<file path="src/rtl/int_dispatch.sv">
// CPU-side interrupt sequencer: IME/EI delay/DI/RETI, HALT wake, and the
// 5 M-cycle interrupt dispatch (idle, idle, push PCH, push PCL, jump).
module int_dispatch #(
   parameter int MCYCLE = 4
) (
   input  logic        clockgb,
   input  logic        resetn,
   input  logic        intreq,
   input  logic [15:0] intaddress,
   output logic        intack,
   input  logic        boundary,
   input  logic        ei,
   input  logic        di,
   input  logic        reti,
   input  logic        halt,
   input  logic [15:0] pc,
   input  logic [15:0] sp,
   output logic        take,
   output logic        halted,
   output logic        ime,
   output logic        wr,
   output logic [15:0] wraddr,
   output logic [7:0]  wrdata,
   output logic        pc_load,
   output logic        sp_load,
   output logic [15:0] newpc,
   output logic [15:0] newsp
);

   localparam int CW = $clog2(MCYCLE);
   localparam logic [CW-1:0] CLAST = CW'(MCYCLE - 1);

   typedef enum logic [2:0] {S_IDLE, S_M1, S_M2, S_M3, S_M4, S_M5} state_t;

   state_t          st_q, st_d;
   logic [CW-1:0]   cnt_q, cnt_d;
   logic            ime_q, ei_pend_q, halted_q;
   logic [15:0]     pcl_q, spl_q, vec_q;
   logic            wr_q, pc_load_q, sp_load_q;
   logic [15:0]     wraddr_q, newpc_q, newsp_q;
   logic [7:0]      wrdata_q;
   logic            bnd, eff_ime, start;

   always_comb begin
      bnd     = boundary && (st_q == S_IDLE) && !halted_q;
      eff_ime = (ime_q | ei_pend_q | reti) & ~di;
      // A halted CPU wakes straight into dispatch when IME is already set.
      start   = (bnd && eff_ime && intreq) || (halted_q && intreq && ime_q);
      st_d    = st_q;
      cnt_d   = cnt_q;
      if (start) begin
         st_d  = S_M1;
         cnt_d = '0;
      end else if (st_q != S_IDLE) begin
         if (cnt_q == CLAST) begin
            cnt_d = '0;
            case (st_q)
               S_M1:    st_d = S_M2;
               S_M2:    st_d = S_M3;
               S_M3:    st_d = S_M4;
               S_M4:    st_d = S_M5;
               default: st_d = S_IDLE;
            endcase
         end else begin
            cnt_d = cnt_q + CW'(1);
         end
      end
   end

   always_ff @(posedge clockgb or negedge resetn) begin
      if (!resetn) begin
         st_q      <= S_IDLE;
         cnt_q     <= '0;
         ime_q     <= 1'b0;
         ei_pend_q <= 1'b0;
         halted_q  <= 1'b0;
         pcl_q     <= '0;
         spl_q     <= '0;
         vec_q     <= '0;
         wr_q      <= 1'b0;
         wraddr_q  <= '0;
         wrdata_q  <= '0;
         pc_load_q <= 1'b0;
         sp_load_q <= 1'b0;
         newpc_q   <= '0;
         newsp_q   <= '0;
      end else begin
         st_q      <= st_d;
         cnt_q     <= cnt_d;
         wr_q      <= 1'b0;
         wraddr_q  <= '0;
         wrdata_q  <= '0;
         pc_load_q <= 1'b0;
         sp_load_q <= 1'b0;
         newpc_q   <= '0;
         newsp_q   <= '0;
         if (bnd) begin
            if (di) begin
               ime_q     <= 1'b0;
               ei_pend_q <= 1'b0;
            end else if (reti) begin
               ime_q <= 1'b1;
            end else if (ei) begin
               ei_pend_q <= 1'b1;
            end else if (ei_pend_q) begin
               ime_q     <= 1'b1;
               ei_pend_q <= 1'b0;
            end
            if (halt && !intreq) halted_q <= 1'b1;
         end
         if (halted_q && intreq) halted_q <= 1'b0;
         if (start) begin
            pcl_q     <= pc;
            ime_q     <= 1'b0;
            ei_pend_q <= 1'b0;
         end
         // Strobes are decoded one clock early so they appear registered on the target clock.
         if (st_d == S_M3 && cnt_d == '0 && st_q == S_M2) begin
            wr_q     <= 1'b1;
            wraddr_q <= sp - 16'd1;
            wrdata_q <= pcl_q[15:8];
            spl_q    <= sp;
         end
         if (st_d == S_M4 && cnt_d == '0 && st_q == S_M3) begin
            wr_q     <= 1'b1;
            wraddr_q <= spl_q - 16'd2;
            wrdata_q <= pcl_q[7:0];
         end
         if (st_q == S_M4 && cnt_q == '0) vec_q <= intreq ? intaddress : 16'h0000;
         if (st_d == S_M5 && cnt_d == CLAST) begin
            pc_load_q <= 1'b1;
            sp_load_q <= 1'b1;
            newpc_q   <= vec_q;
            newsp_q   <= spl_q - 16'd2;
         end
      end
   end

   assign intack  = (st_q == S_M4) && (cnt_q == '0) && intreq;
   assign take    = (st_q != S_IDLE);
   assign halted  = halted_q;
   assign ime     = ime_q;
   assign wr      = wr_q;
   assign wraddr  = wraddr_q;
   assign wrdata  = wrdata_q;
   assign pc_load = pc_load_q;
   assign sp_load = sp_load_q;
   assign newpc   = newpc_q;
   assign newsp   = newsp_q;

endmodule

</file>
<file path="config.mk">
export PLATFORM = sky130hd
export DESIGN_NAME = int_dispatch
export DESIGN_NICKNAME = d
export VERILOG_FILES = /design/src/rtl/int_dispatch.sv
export SDC_FILE = /design/constraint.sdc
export NUM_CORES = 1
export LEC_CHECK = 0
export CORE_MARGIN = 2
export CORE_UTILIZATION = 45
export DETAILED_ROUTE_END_ITERATION = 10
export MAX_ROUTING_LAYER = met4
export PLACE_DENSITY = 0.85
export SKIP_CTS_REPAIR_TIMING = 1
export SYNTH_ARGS = -nofsm -noshare
export SYNTH_HDL_FRONTEND = slang
export SYNTH_SLANG_ARGS = --single-unit
</file>
<file path="constraint.sdc">
create_clock -name clockgb -period 2.3 [get_ports clockgb]
set_clock_uncertainty 0.15 [all_clocks]
set_input_delay 0.46 -clock clockgb [delete_from_list [all_inputs] [get_ports clockgb]]
set_output_delay 0.46 -clock clockgb [all_outputs]
set_load 0.05 [all_outputs]
</file>
# Word-level counts from Yosys, hierarchy flattened

Index checks and enable logic that the tools add are counted.

Reduce and logical (&&, ||, !) cells: 28
Bitwise gates (word level): 4
Mux-type cells: 31
Multiply operators: 0
Divide/modulo/power cells: 0
Add/sub/neg operators: 3
Equal/unequal tests: 11
Shift-type cells: 0
Magnitude comparators: 0

Operators with widths:

| cell                                                                     | number |
|---|---|
| 16-bit two-way mux                                                       | 5 |
| 1-bit two-way mux                                                        | 17 |
| 8-bit two-way mux                                                        | 2 |
| 16-bit by 1-bit subtractor with 16-bit output (second input constant)    | 1 |
| 16-bit by 2-bit subtractor with 16-bit output (second input constant)    | 1 |
| 1-bit logical AND                                                        | 14 |
| 3-bit case mux with 4 select lines                                       | 1 |
| 3-bit by 2-bit equality test with 1-bit output (second input constant)   | 3 |
| 3-bit equality test (second input constant)                              | 3 |
| 3-bit two-way mux                                                        | 3 |
| 2-bit two-way mux                                                        | 3 |
| 2-bit nonzero test                                                       | 3 |
| 2-bit equality test (second input constant)                              | 2 |
| 2-bit logical NOT                                                        | 2 |
| 4-bit by 1-bit inequality test with 1-bit output (second input constant) | 1 |
| 2-bit AND reduction                                                      | 2 |
| 4-bit nonzero test                                                       | 1 |
| 3-bit by 1-bit equality test with 1-bit output (second input constant)   | 1 |
| 3-bit logical NOT                                                        | 1 |
| 3-bit by 2-bit inequality test with 1-bit output (second input constant) | 1 |
| 3-bit AND reduction                                                      | 1 |
| 3-bit nonzero test                                                       | 1 |
| 2-bit by 1-bit adder with 2-bit output (second input constant)           | 1 |
| 1-bit logical NOT                                                        | 2 |
| other kinds (4)                                                          | 5 |

Memory bits (writable): 0
Output and inout bits: 63
ROM bits: 0
Memories: 0
Latch bits: 0
Bits in registers: 114

# Logic depth before layout (Yosys ltp)

Depth after elaboration: 12
Mapped depth: 10

# Worst setup path after synthesis

OpenSTA, ideal clock, no wires.

Path kind: reg-to-reg
Start: register ime_q (netlist: ime)
End: register newpc_q[10] (netlist: newpc[10])
Path slack: -158 ps
Setup time: 66 ps
Cell stages (with the launch flop): 11
Arrival: 2243 ps
Cells stage by stage: dfrtp_1 -> and2_0 -> clkbuf_1 -> a31oi_1 -> nor2b_1 -> buf_2 -> or4_1 -> buf_4 -> clkinv_4 -> buf_6 -> and2_1

Cells in the longest elaborated chain, start to end: 10

RTL lines:

| item                                                              | RTL line | source |
|---|---|---|
| start, declared                                                   | 37       | `logic ime_q, ei_pend_q, halted_q;` |
| start signal, assigned                                            | 74       | `ime_q <= 1'b0;` |
| start signal, assigned                                            | 99       | `ime_q <= 1'b0;` |
| start signal, assigned                                            | 102      | `ime_q <= 1'b1;` |
| 1-bit bitwise OR (2 in series)                                    | 46       | `eff_ime = (ime_q \| ei_pend_q \| reti) & ~di;` |
| 1-bit bitwise AND                                                 | 46       |  |
| 1-bit logical AND (2 in series)                                   | 48       | `start = (bnd && eff_ime && intreq) \|\| (halted_q && intreq && ime_q);` |
| 1-bit logical OR (*)                                              | 48       |  |
| 3-bit two-way mux / 2-bit two-way mux (equally long branches)     | 51       | `if (start) begin` |
| 3-bit equality test / 2-bit equality test (equally long branches) | 130      | `if (st_d == S_M5 && cnt_d == CLAST) begin` |
| 1-bit logical AND (*)                                             | 130      |  |
| 16-bit two-way mux (*)                                            | 130      |  |
| end signal, assigned                                              | 133      | `newpc_q <= vec_q;` |
| end, declared                                                     | 40       | `logic [15:0] wraddr_q, newpc_q, newsp_q;` |

Every way passes the cells marked *; elsewhere a longest branch is shown, timed or not.
A chain may end at the register's enable or synchronous reset.

# Final worst setup path

Start: register st_q[0]
End: output intack

Cells in the longest elaborated chain, start to end: 3

RTL lines:

| item                            | RTL line | source |
|---|---|---|
| start, declared                 | 35       | `state_t st_q, st_d;` |
| start signal, assigned          | 88       | `st_q <= st_d;` |
| 3-bit equality test             | 139      | `assign intack = (st_q == S_M4) && (cnt_q == '0) && intreq;` |
| 1-bit logical AND (2 in series) | 139      |  |
| end, declared                   | 10       | `output logic intack,` |

Every way passes these cells.

==> key figures <==
Placement
  • Routability-driven placement congestion ratio: ~0.92
  • Placed wire-length estimate after detailed placement: around 8600 um
  • Worst Setup Slack post-DPL: -0.3350 ns
  • Post-placement cell count: 724
  • Port-buffer cells: roughly 120

Floorplanning
  • Die W: about 110 um
  • Core footprint: 10750 sq um
  • Die height: about 110 um
  • I/O pins: ~120
  • Die area: approximately 12000 sq um
  • Site Rows: 38
  • Starting density of the core: a little under half

Drt
  • Remaining design rule violation count: 0
  • Iteration count of the initial detailed-routing pass: 4
  • Number of vias in the routed layout: about 3900
  • Count of antenna-violating nets left after detailed routing: 0
  • Detailed-route vias per instance: slightly above 5
  • Wire length after detailed routing: between 10000 and 15000 um
  • WL/cell: 16.58 um
  • Iteration-0 DRC Markers: about 200

Global routing
  • Wire length of the first global-routing pass: 20110 um
  • Number of antenna violations at the first check in global routing: 0
  • Met3 GRT Util: under 10%
  • Met1 track utilization from global routing: 26.97%
  • Global-route track usage on met2: about 40%
  • Overall overflow remaining after global route: 0
  • GRT Max-Usage Layer: met2
  • Pin count of the biggest net entering global routing: between 50 and 60
  • Via count of the first global-routing pass: around 4000
  • All-layer global routing usage: between 20% and 30%

Clock tree
  • Clock buffer depth: 2
  • Insertion delay to the later sink of the worst-skew pair: ~0.50 ns
  • CTS H-tree lvls: 4
  • Inserted Clock Buffers: 17
  • Clock slew at the register clock pins of the worst setup and hold paths: approximately 0.060 ns
  • TritonCTS clock tree: done
  • Root buffer cell: clkbuf_8
  • Number of sinks handled by clock tree synthesis: 114

Worst setup path
  • Total stage count of the critical path: 4
  • Reg-to-reg critical path endpoint: newsp[2]
  • Sort of element at the start of the critical path: flip-flop
  • Reg-to-reg startpoint: st_q[1]
  • Capturing element of the worst setup path: intack
  • CP required: about 1.7 ns
  • Largest fanout on the critical path: 9
  • Logic depth of the worst register-to-register path: 6
  • Worst Path Class, Setup: reg2out
  • Critical path capture point type: output pin
  • Kind of cell with the highest combined delay on the critical path: flip-flops
  • CP peak stage delay: 0.41 ns
  • Worst path cell trace: buf_4 -> nand3b_1 -> nor2_2 -> buf_12
  • Buffers & Inverters on Critical Path: 2
  • Worst setup startpoint: st_q[0]
  • R2R setup slack: 0.10 ns
  • CP max-delay cell: dfrtp_1
  • Data arrival time at the worst-slack endpoint: around 1.7 ns

Synth
  • Synthesis Warnings: 0
  • Biggest area consumer among synthesized cells: dfrtp_1
  • Number of distinct library cell variants in the gate-level netlist after synthesis: between 40 and 50
  • Leading cell type by number of instances after synthesis: dfrtp_1
  • Most used DFF post-synth: dfrtp_1
  • Net count after synthesis: around 510
  • Syn avg cell area: 11.01 sq um
  • Post-synthesis instance area: about 5000 sq um
  • Number of instances in the synthesized netlist: approximately 450
  • Top area cells in the synthesized netlist: dfrtp_1 58%, mux2_2 6.2%, nand2_1 4.0%
  • FFs w/ async S/R, synth: 100.0%
  • Proportion of netlist area held by the largest area contributor: just under 60%
  • Most frequent cells after synthesis: 114 x dfrtp_1, 53 x nand2_1, 44 x nor2_1
  • #FFs+latches synth: 114
  • Fraction of the yosys area taken by sequential cells: between 50% and 60%
  • Count of flip-flops with a built-in enable after synthesis: 0

Power and ir drop
  • Peak supply drop: between 0.5 and 0.6 mV
  • Static Leakage: 3.609 nW
  • Total power density per cell area: approximately 1200 nW/um^2

Finish
  • Final std cells w/o fill: approximately 760
  • Area taken by flip-flops and latches: ~2900 sq um
  • Share of final-layout standard cells stronger than drive strength 1: 20.29%
  • Number of nets in the layout: between 600 and 700
  • FILL cells: between 700 and 800
  • Number of inserted diodes: 0
  • Area of combinational cells with multiple inputs: ~1900 sq um
  • Layout overhead on the synthesized area: 48.06%
  • Post-layout utilization of the core: approximately two thirds

Timing
  • Max Slew Vio Count: 0
  • Max transition margin: about 64%
  • Unrepaired setup endpoints after global routing: true
  • Hold violation count in the final report: 0
  • Least setup slack across all paths after layout: roughly 0.031 ns
  • Post-route fraction of the period consumed by the critical path: a little under 100%
  • Finish-stage setup viols: 0
  • Worst hold slack across all endpoints: 0.3190 ns
  • Summed negative setup slack over all endpoints: 0 ns
  • Maximum clock frequency: approximately 440 MHz
  • Worst-margin pin slew: 0.5377 ns
  • Final worst path period need: 2.269 ns

Outcome
  • Run status: finished clean

Min path
  • Worst hold path class: reg2reg

Run
  • Total of max-cap violations: 0
-- placed cells by master, fill, tap and decap left out, types with 8 or more instances in the layout --
cell type,count
mux2_2,27
dfrtp_1,111
a22oi_1,13
dlymetal6s2s_1,22
inv_1,11
clkdlybuf4s50_1,93
and2_1,23
buf_4,42
a21oi_1,15
o21ai_0,24
xnor2_1,14
nand2_1,53
nor4_1,8
xor2_1,9
clkbuf_16,16
nor2_1,43
-- worst min path at each step --
stage / startpoint / end / slack [ns] / cells past startpoint
finish: vec_q[10] / newpc[10] / 0.32 / 1
global route: vec_q[10] / newpc[10] / 0.35 / 1
CTS: resetn / wraddr[5] / -0.22 / 1
detailed placement: vec_q[9] / vec_q[9] / 0.31 / 2
global placement: resetn / wraddr[5] / 0.31 / 1
floorplan: resetn / cnt_q[0] / 0.01 / 0
-- cell type report --
type                            instances  area share, %
Inverter                               12         0.6855
Clock buffer                           18          5.861
Timing Repair Buffer                  165          22.78
Multi-Input combinational cell        298          26.41
Clock inverter                         14          2.742
Tap cell                              140          2.399
Sequential cell                       114          39.13
-- stage by stage --
step / instance area, sq um / power, mW
floorplan: 4959 / 4.742
global placement: 6566 / 5.653
detailed placement: 6566 / 5.780
CTS: 7194 / 8.592
global route: 7301 / 9.086
finish: 7301 / 8.622
-- worst reg2reg max path: stages, from the launching register on --
cell and delay, ns:
dfrtp_2 0.48, nor3_4 0.25, buf_4 0.17, mux2i_2 0.11, or4_1 0.60, buf_4 0.22
nor2_1 0.15
-- state kept, by name, summed over array words and instances, names as in the netlist, 2 cells and up --
| name | count |
|---|---|
| vec_q | 16 |
| wraddr | 16 |
| spl_q | 16 |
| wrdata | 8 |
| newsp | 16 |
| newpc | 16 |
| st_q | 3 |
| pcl_q | 16 |
| cnt_q | 2 |
-- kinds of logic (layout without fill, tap and decap cells) --
logic type | after synthesis | after routing | share of synthesized area [%]
AND/OR/NAND/NOR | 168 | 168 | 16.87
XOR/XNOR | 23 | 23 | 4.085
adder cells (fa/ha/maj) | 4 | 4 | 1.015
buffers and inverters | 36 | 209 | 3.578
AO/OA/AOI/OAI | 71 | 71 | 9.338
flip-flops | 114 | 114 | 57.85
multiplexers | 32 | 32 | 7.257
-- power by group --
part	switching, mW	total [mW]	internal [mW]
logic	1.59	2.85	1.27
registers	0.418	2.99	2.57
clock network	0.979	2.78	1.80
-- routing by layer --
metal | vias to the layer above | routed length (um)
met3 | 15 | 692
met4 | 0 | 167
met5 | - | 0
met2 | 145 | 6591
li1 | 1847 | -
met1 | 1936 | 5165
(Power assumes the default switching activity.)
